## src/rtl/multiplier_booth_seq_if.sv

```systemverilog
// Request/response bundle between the execute stage and the sequential Booth multiplier.
interface multiplier_booth_seq_if #(
    parameter int unsigned XLEN = 32
);
    logic                startE;
    logic                flush;
    logic [1:0]          mul_opcode;
    logic [XLEN-1:0]     operand1;
    logic [XLEN-1:0]     operand2;
    logic [XLEN-1:0]     result;
    logic [2*XLEN-1:0]   result_multiply;
    logic                busy;
    logic                ready;

    modport master (
        output startE, flush, mul_opcode, operand1, operand2,
        input  result, result_multiply, busy, ready
    );

    modport slave (
        input  startE, flush, mul_opcode, operand1, operand2,
        output result, result_multiply, busy, ready
    );
endinterface

```

## src/rtl/multiplier_booth_seq.sv

```systemverilog
// Iterative radix-4 Booth multiplier for MUL/MULH/MULHSU/MULHU, two multiplier bits per cycle.
// Result registers hold until the next completion; flush aborts an in-flight operation.
module multiplier_booth_seq #(
    parameter int unsigned XLEN = 32
) (
    input  logic                    clk,
    input  logic                    rst,
    multiplier_booth_seq_if.slave   bus
);
    localparam int unsigned ITER = (XLEN + 2) / 2;
    localparam int unsigned W    = XLEN + 2;
    localparam int unsigned AW   = W + 2;
    localparam int unsigned CW   = (ITER > 1) ? $clog2(ITER) : 1;

    typedef enum logic [1:0] {
        IDLE = 2'd0,
        BUSY = 2'd1,
        DONE = 2'd2
    } state_t;

    state_t            state;
    state_t            state_nxt;
    logic              accept_c;
    logic              last_c;

    logic [1:0]        op_q;
    logic [W-1:0]      m_q;
    logic [W-1:0]      q_q;
    logic              qm1_q;
    logic [AW-1:0]     acc_q;
    logic [CW-1:0]     cnt_q;

    logic [XLEN-1:0]   result_q;
    logic [2*XLEN-1:0] result_multiply_q;
    logic              busy_q;
    logic              ready_q;

    logic              sign1_c;
    logic              sign2_c;
    logic [W-1:0]      ext1_c;
    logic [W-1:0]      ext2_c;
    logic [AW-1:0]     m_ext_c;
    logic [AW-1:0]     m2_c;
    logic [AW-1:0]     term_c;
    logic [AW-1:0]     acc_sum_c;
    logic [AW-1:0]     acc_nxt_c;
    logic [W-1:0]      q_nxt_c;
    logic [2*XLEN-1:0] prod_c;

    // State register
    always_ff @(posedge clk or posedge rst) begin
        if (rst) begin
            state <= IDLE;
        end else begin
            state <= state_nxt;
        end
    end

    // Next-state logic; flush always wins over a new request
    always_comb begin
        state_nxt = state;
        accept_c  = 1'b0;
        last_c    = 1'b0;
        case (state)
            IDLE: begin
                if (bus.startE && !bus.flush) begin
                    accept_c  = 1'b1;
                    state_nxt = BUSY;
                end
            end
            BUSY: begin
                if (bus.flush) begin
                    state_nxt = IDLE;
                end else if (cnt_q == CW'(ITER - 1)) begin
                    last_c    = 1'b1;
                    state_nxt = DONE;
                end
            end
            DONE: begin
                if (bus.startE && !bus.flush) begin
                    accept_c  = 1'b1;
                    state_nxt = BUSY;
                end else begin
                    state_nxt = IDLE;
                end
            end
            default: state_nxt = IDLE;
        endcase
    end

    // Operand extension and one radix-4 Booth step
    always_comb begin
        sign1_c   = (bus.mul_opcode != 2'b11);
        sign2_c   = (bus.mul_opcode[1] == 1'b0);
        ext1_c    = {{2{sign1_c & bus.operand1[XLEN-1]}}, bus.operand1};
        ext2_c    = {{2{sign2_c & bus.operand2[XLEN-1]}}, bus.operand2};
        m_ext_c   = {{2{m_q[W-1]}}, m_q};
        m2_c      = {m_ext_c[AW-2:0], 1'b0};
        term_c    = '0;
        case ({q_q[1:0], qm1_q})
            3'b001, 3'b010: term_c = m_ext_c;
            3'b011:         term_c = m2_c;
            3'b100:         term_c = ~m2_c + AW'(1);
            3'b101, 3'b110: term_c = ~m_ext_c + AW'(1);
            default:        term_c = '0;
        endcase
        acc_sum_c = acc_q + term_c;
        acc_nxt_c = {{2{acc_sum_c[AW-1]}}, acc_sum_c[AW-1:2]};
        q_nxt_c   = {acc_sum_c[1:0], q_q[W-1:2]};
        prod_c    = {acc_nxt_c[XLEN-3:0], q_nxt_c};
    end

    // Datapath and registered outputs
    always_ff @(posedge clk or posedge rst) begin
        if (rst) begin
            op_q              <= '0;
            m_q               <= '0;
            q_q               <= '0;
            qm1_q             <= 1'b0;
            acc_q             <= '0;
            cnt_q             <= '0;
            result_q          <= '0;
            result_multiply_q <= '0;
            busy_q            <= 1'b0;
            ready_q           <= 1'b0;
        end else begin
            busy_q  <= (state_nxt == BUSY);
            ready_q <= (state_nxt == DONE);
            if (accept_c) begin
                op_q  <= bus.mul_opcode;
                m_q   <= ext1_c;
                q_q   <= ext2_c;
                qm1_q <= 1'b0;
                acc_q <= '0;
                cnt_q <= '0;
            end else if (state == BUSY && !bus.flush) begin
                acc_q <= acc_nxt_c;
                q_q   <= q_nxt_c;
                qm1_q <= q_q[1];
                cnt_q <= cnt_q + CW'(1);
            end
            if (last_c) begin
                result_multiply_q <= prod_c;
                result_q          <= (op_q == 2'b00) ? prod_c[XLEN-1:0] : prod_c[2*XLEN-1:XLEN];
            end
        end
    end

    assign bus.result          = result_q;
    assign bus.result_multiply = result_multiply_q;
    assign bus.busy            = busy_q;
    assign bus.ready           = ready_q;

endmodule

```

## src/flat_wrapper.sv

```systemverilog
// flat-port wrapper written by rule: the top's interface ports become plain ports
module multiplier_booth_seq_flat 
#(
    parameter int unsigned XLEN = 32
)
  (clk, rst, bus_startE, bus_flush, bus_mul_opcode, bus_operand1, bus_operand2, bus_result, bus_result_multiply, bus_busy, bus_ready);
  multiplier_booth_seq_if #(.XLEN(XLEN)) bus_i ();
  input  logic clk;
  input  logic rst;
  input wire logic [$bits(bus_i.startE)-1:0] bus_startE;
  input wire logic [$bits(bus_i.flush)-1:0] bus_flush;
  input wire logic [$bits(bus_i.mul_opcode)-1:0] bus_mul_opcode;
  input wire logic [$bits(bus_i.operand1)-1:0] bus_operand1;
  input wire logic [$bits(bus_i.operand2)-1:0] bus_operand2;
  output wire logic [$bits(bus_i.result)-1:0] bus_result;
  output wire logic [$bits(bus_i.result_multiply)-1:0] bus_result_multiply;
  output wire logic [$bits(bus_i.busy)-1:0] bus_busy;
  output wire logic [$bits(bus_i.ready)-1:0] bus_ready;
  assign bus_i.startE = bus_startE;
  assign bus_i.flush = bus_flush;
  assign bus_i.mul_opcode = bus_mul_opcode;
  assign bus_i.operand1 = bus_operand1;
  assign bus_i.operand2 = bus_operand2;
  assign bus_result = bus_i.result;
  assign bus_result_multiply = bus_i.result_multiply;
  assign bus_busy = bus_i.busy;
  assign bus_ready = bus_i.ready;
  multiplier_booth_seq #(.XLEN(XLEN)) u_core (.clk(clk), .rst(rst), .bus(bus_i));
endmodule
```

## config.mk

```make
export PLATFORM = sky130hd
export DESIGN_NAME = multiplier_booth_seq_flat
export DESIGN_NICKNAME = d
export VERILOG_FILES = /design/src/rtl/multiplier_booth_seq_if.sv /design/src/rtl/multiplier_booth_seq.sv /design/src/flat_wrapper.sv
export SDC_FILE = /design/constraint.sdc
export NUM_CORES = 1
export LEC_CHECK = 0
export CORE_ASPECT_RATIO = 1.2
export CORE_MARGIN = 2
export CORE_UTILIZATION = 30
export DETAILED_ROUTE_END_ITERATION = 16
export DONT_BUFFER_PORTS = 1
export SYNTH_ARGS = -nofsm -noshare
export SYNTH_HDL_FRONTEND = slang
export SYNTH_SLANG_ARGS = --single-unit
```

## constraint.sdc

```tcl
create_clock -name clk -period 13.9 [get_ports clk]
set_input_delay 0.695 -clock clk [delete_from_list [all_inputs] [get_ports clk]]
set_output_delay 0.695 -clock clk [all_outputs]
set_load 0.02 [all_outputs]
```

==> flow_results.xml <==
<?xml version="1.0" encoding="UTF-8"?>
<metrics>
  <group name="clock_network">
    <metric name="cts.repair_timing.setup_buffer_count" unit="">0</metric>
    <metric name="worst_skew_pair.late_latency" unit="ps">540</metric>
    <metric name="cts_inserted_buffers" unit="">23</metric>
    <metric name="cts_root_buffer" unit="">clkbuf_16</metric>
    <metric name="cts_tree" unit="">yes</metric>
    <metric name="clock_path_buffers" unit="">3</metric>
    <metric name="cts_hold_buffers" unit="">0</metric>
    <metric name="htree_levels" unit="">1</metric>
    <metric name="cts_resized" unit="">0</metric>
    <metric name="clkTransAtPathRegs" unit="ps">60</metric>
    <metric name="clock_sinks" unit="">209</metric>
  </group>
  <group name="finish">
    <metric name="antenna_cells" unit="">0</metric>
    <metric name="num-nets-final" unit="">1444</metric>
    <metric name="fillers" unit="">4068</metric>
    <metric name="syn2layout_area_growth" unit="%">10.1</metric>
    <metric name="mostFrequentLayoutCell" unit="">nand2_1</metric>
    <metric name="multi_input_area" unit="um2">6330</metric>
    <metric name="most-common-layout-cells" unit="">353 x nand2_1, 209 x dfrtp_1, 105 x o21ai_0</metric>
    <metric name="fin_area" unit="um2">13200</metric>
    <metric name="final_layout_size_suffix_gt1_frac" unit="">0.0763</metric>
    <metric name="fraction_of_the_core_area_covered_by_cells_at_the_end_of_the_flow" unit="">0.333</metric>
    <metric name="seq_area" unit="um2">5230</metric>
  </group>
  <group name="synth">
    <metric name="synth-seq-cells" unit="">209</metric>
    <metric name="synth.yosys.seq_area_share" unit="">0.437</metric>
    <metric name="synth_edf_count" unit="">0</metric>
    <metric name="netlist_area" unit="um2">12000</metric>
    <metric name="dominantRegCellSynth" unit="">dfrtp_1</metric>
    <metric name="ys_warn_count" unit="">0</metric>
    <metric name="synth_fp_nets" unit="">1495</metric>
    <metric name="synthArstFlopShare" unit="">1.00</metric>
    <metric name="post_synth.cell_area_avg" unit="um2">8.63</metric>
    <metric name="synthesis.instances" unit="">1386</metric>
    <metric name="synth_cell_types" unit="">65</metric>
  </group>
  <group name="setup_path">
    <metric name="cpPeakStageDelay" unit="ps">560</metric>
    <metric name="standard_cell_with_the_maximum_stage_delay_on_the_critical_path" unit="">or4_4</metric>
    <metric name="worstPathArrival" unit="ps">5870</metric>
    <metric name="crit_path_end_kind" unit="">register</metric>
    <metric name="critical-path-top-cell-by-count" unit="">a21oi_1</metric>
    <metric name="crit_type" unit="">reg2reg</metric>
    <metric name="worst-path-max-fanout" unit="">9</metric>
    <metric name="cp-start-kind" unit="">register</metric>
    <metric name="critPathTopFamily" unit="">compound AO/OA/AOI/OAI gates</metric>
    <metric name="ff_to_ff_path_depth" unit="">19</metric>
    <metric name="worst_ep_required_time" unit="ps">14360</metric>
    <metric name="timing.critical_path.buf_inv" unit="">0</metric>
    <metric name="cp_cell_sequence" unit="">or3_4 &gt; or4_4 &gt; or3_1 &gt; nor3_2 &gt; nand3_1 &gt; a21oi_1 &gt; mux2i_1 &gt; o32a_1 &gt; o221ai_1 &gt; ha_1 &gt; a21o_1 &gt; a21oi_1 &gt; nor2b_1 &gt; o41ai_1 &gt; a21boi_0 &gt; o21ai_0 &gt; xnor2_1 &gt; nand2_1 &gt; a21oi_1</metric>
    <metric name="critical_path_cell_count" unit="">19</metric>
  </group>
  <group name="timing">
    <metric name="drv_slew" unit="">0</metric>
    <metric name="slew_headroom" unit="">0.327</metric>
    <metric name="final-hold-violation-count" unit="">0</metric>
    <metric name="max_freq" unit="GHz">0.185</metric>
    <metric name="layout_worst_path_cycle_share" unit="">0.389</metric>
    <metric name="setup-tns-final" unit="ps">0</metric>
    <metric name="whs" unit="ps">234</metric>
    <metric name="setup_violations" unit="">0</metric>
    <metric name="measured_slew_at_the_worst_slew_check_pin" unit="ps">1010</metric>
    <metric name="unrepaired_setup_endpoints_after_global_routing" unit="">false</metric>
    <metric name="clock_skew" unit="ps">19.9</metric>
    <metric name="layout_min_cycle_time" unit="ps">5400</metric>
  </group>
  <group name="die">
    <metric name="rows" unit="">80</metric>
    <metric name="io_pins" unit="">168</metric>
    <metric name="horiz_die_dim" unit="um">186</metric>
    <metric name="total_die_area" unit="um2">41500</metric>
    <metric name="floorplan.initialDensity" unit="">0.302</metric>
    <metric name="core_region_area" unit="um2">39500</metric>
    <metric name="die_height" unit="um">223</metric>
  </group>
  <group name="global_routing">
    <metric name="first_global_vias" unit="">9543</metric>
    <metric name="pin_count_of_the_biggest_net_entering_global_routing" unit="">133</metric>
    <metric name="antenna_violations_before_repair" unit="">1</metric>
    <metric name="grt_first_pass_wirelength" unit="um">56500</metric>
    <metric name="grtUsageTotal" unit="">0.173</metric>
    <metric name="grt_overflow_total" unit="">0</metric>
  </group>
  <group name="routing">
    <metric name="drt-vias-per-instance" unit="">5.22</metric>
    <metric name="drt_wl_total" unit="um">36000</metric>
    <metric name="detail_route.drc_violations" unit="">0</metric>
    <metric name="ant_nets" unit="">0</metric>
    <metric name="wl_per_cell" unit="um">19.1</metric>
    <metric name="routed-via-count" unit="">9834</metric>
    <metric name="count_of_tritonroute_iterations_in_the_first_routing_pass" unit="">5</metric>
    <metric name="detailedRoute.firstIterationViolations" unit="">568</metric>
  </group>
  <group name="power">
    <metric name="totalPowerFinal" unit="mW">2.53</metric>
    <metric name="leakage" unit="nW">6.03</metric>
    <metric name="power_per_cell_area" unit="nW/um2">192</metric>
    <metric name="vdd.ir_drop.worst" unit="uV">95.8</metric>
  </group>
  <group name="place">
    <metric name="place_area" unit="um2">12400</metric>
    <metric name="gp_congestion" unit="">0.884</metric>
    <metric name="io_buffers" unit="">0</metric>
    <metric name="dp_hpwl" unit="um">25300</metric>
  </group>
  <group name="min_path">
    <metric name="worstHoldPathType" unit="">in2async</metric>
  </group>
  <group name="job">
    <metric name="maxCapViolCount" unit="">0</metric>
  </group>
  <group name="status">
    <metric name="outcome" unit="">finished, final reports clean</metric>
  </group>
</metrics>
-- cell usage after synthesis, types with 9 or more instances --
cell        n  area, um2
a221oi_1   15        131
inv_1      23       86.3
o211ai_1   10       75.1
a21oi_1    87        435
nor2_1     82        308
mux2i_1    26        260
nand3_1    10       50.1
mux2_2     32        360
a22oi_1    37        278
o21ai_0   105        526
dfrtp_1   209       5230
clkbuf_1   80        300
a31oi_1    10       62.6
xnor2_1    41        359
a22o_1     28        245
ha_1       38        475
nor3_1     20        100
or3_1      17        106
nand2b_1    9       56.3
xor2_1     24        210
nand2_1   354       1330
-- area by class of cell --
type	instances	area share
Clock buffer	29	0.0485
Clock inverter	11	0.00998
Inverter	24	0.00741
Multi-Input combinational cell	1067	0.481
Sequential cell	209	0.397
Tap cell	533	0.0507
Timing Repair Buffer	10	0.00570
-- cell families (layout without fill, tap and decap cells) --
kind of cell,Yosys count,after routing,synth area share
mux,58,58,0.0519
buf+inv,110,74,0.0356
fa+ha+maj,39,39,0.0414
xor+xnor,65,65,0.0476
compound gates,357,357,0.190
flops,209,209,0.437
simple gates,548,548,0.196
-- layer usage --
layer  track usage  vias to the layer above  part of all wire
li1              -                     4723                 -
met1         0.236                     4713              0.44
met2         0.266                      338              0.45
met3        0.0533                       58             0.090
met4        0.0460                        2             0.023
met5             0                        -           0.00036
-- path summary, 6_finish.rpt --
| check | start | end | slack (ps) |
|---|---|---|---|
| setup / recovery | u_core.m_q[6] | u_core.bus.result[26] | 8500 |
| hold / removal | rst | u_core.bus.result_multiply[7] | 230 |
| setup reg to reg | u_core.m_q[6] | u_core.bus.result[26] | 8500 |
| hold reg to reg | u_core.acc_q[0] | u_core.acc_q[0] | 490 |
| max in group asynchronous | rst | u_core.q_q[18] | 12030 |
| min in group clk | bus_operand1[12] | u_core.m_q[12] | 280 |
-- power by group --
part           total (mW)  switching [mW]  internal (mW)
combinational        1.09           0.679          0.407
clock               0.627           0.263          0.364
sequential          0.818           0.117          0.701
total                2.53            1.06           1.47
-- registers in the layout, summed over array words and instances, names as in the netlist --
name                        flops
u_core.acc_q                   34
u_core.bus.busy                 1
u_core.bus.ready                1
u_core.bus.result              32
u_core.bus.result_multiply     64
u_core.cnt_q                    5
u_core.m_q                     33
u_core.op_q                     2
u_core.q_q                     34
u_core.qm1_q                    1
u_core.state                    2
-- through the flow --
| step | instances | setup slack, ps |
|---|---|---|
| 2_1_floorplan | 1386 | 7500 |
| 3_3_place_gp | 1843 | 8610 |
| 3_5_place_dp | 1843 | 8530 |
| 4_1_cts | 1883 | 8520 |
| 5_1_grt | 1883 | 8010 |
| 6_report | 1883 | 8500 |
-- worst reg2reg max path, delay by kind of cell (launching register included) --
kind                       cells  cell delay (ps)
AOI/OAI and AO/OA              9             2100
DFF                            1              450
and+or+nand+nor                7             2010
adders and majority gates      1              330
muxes                          1              120
xor gates and xnor gates       1              360
Note: power is estimated with default switching activity, not from simulation.
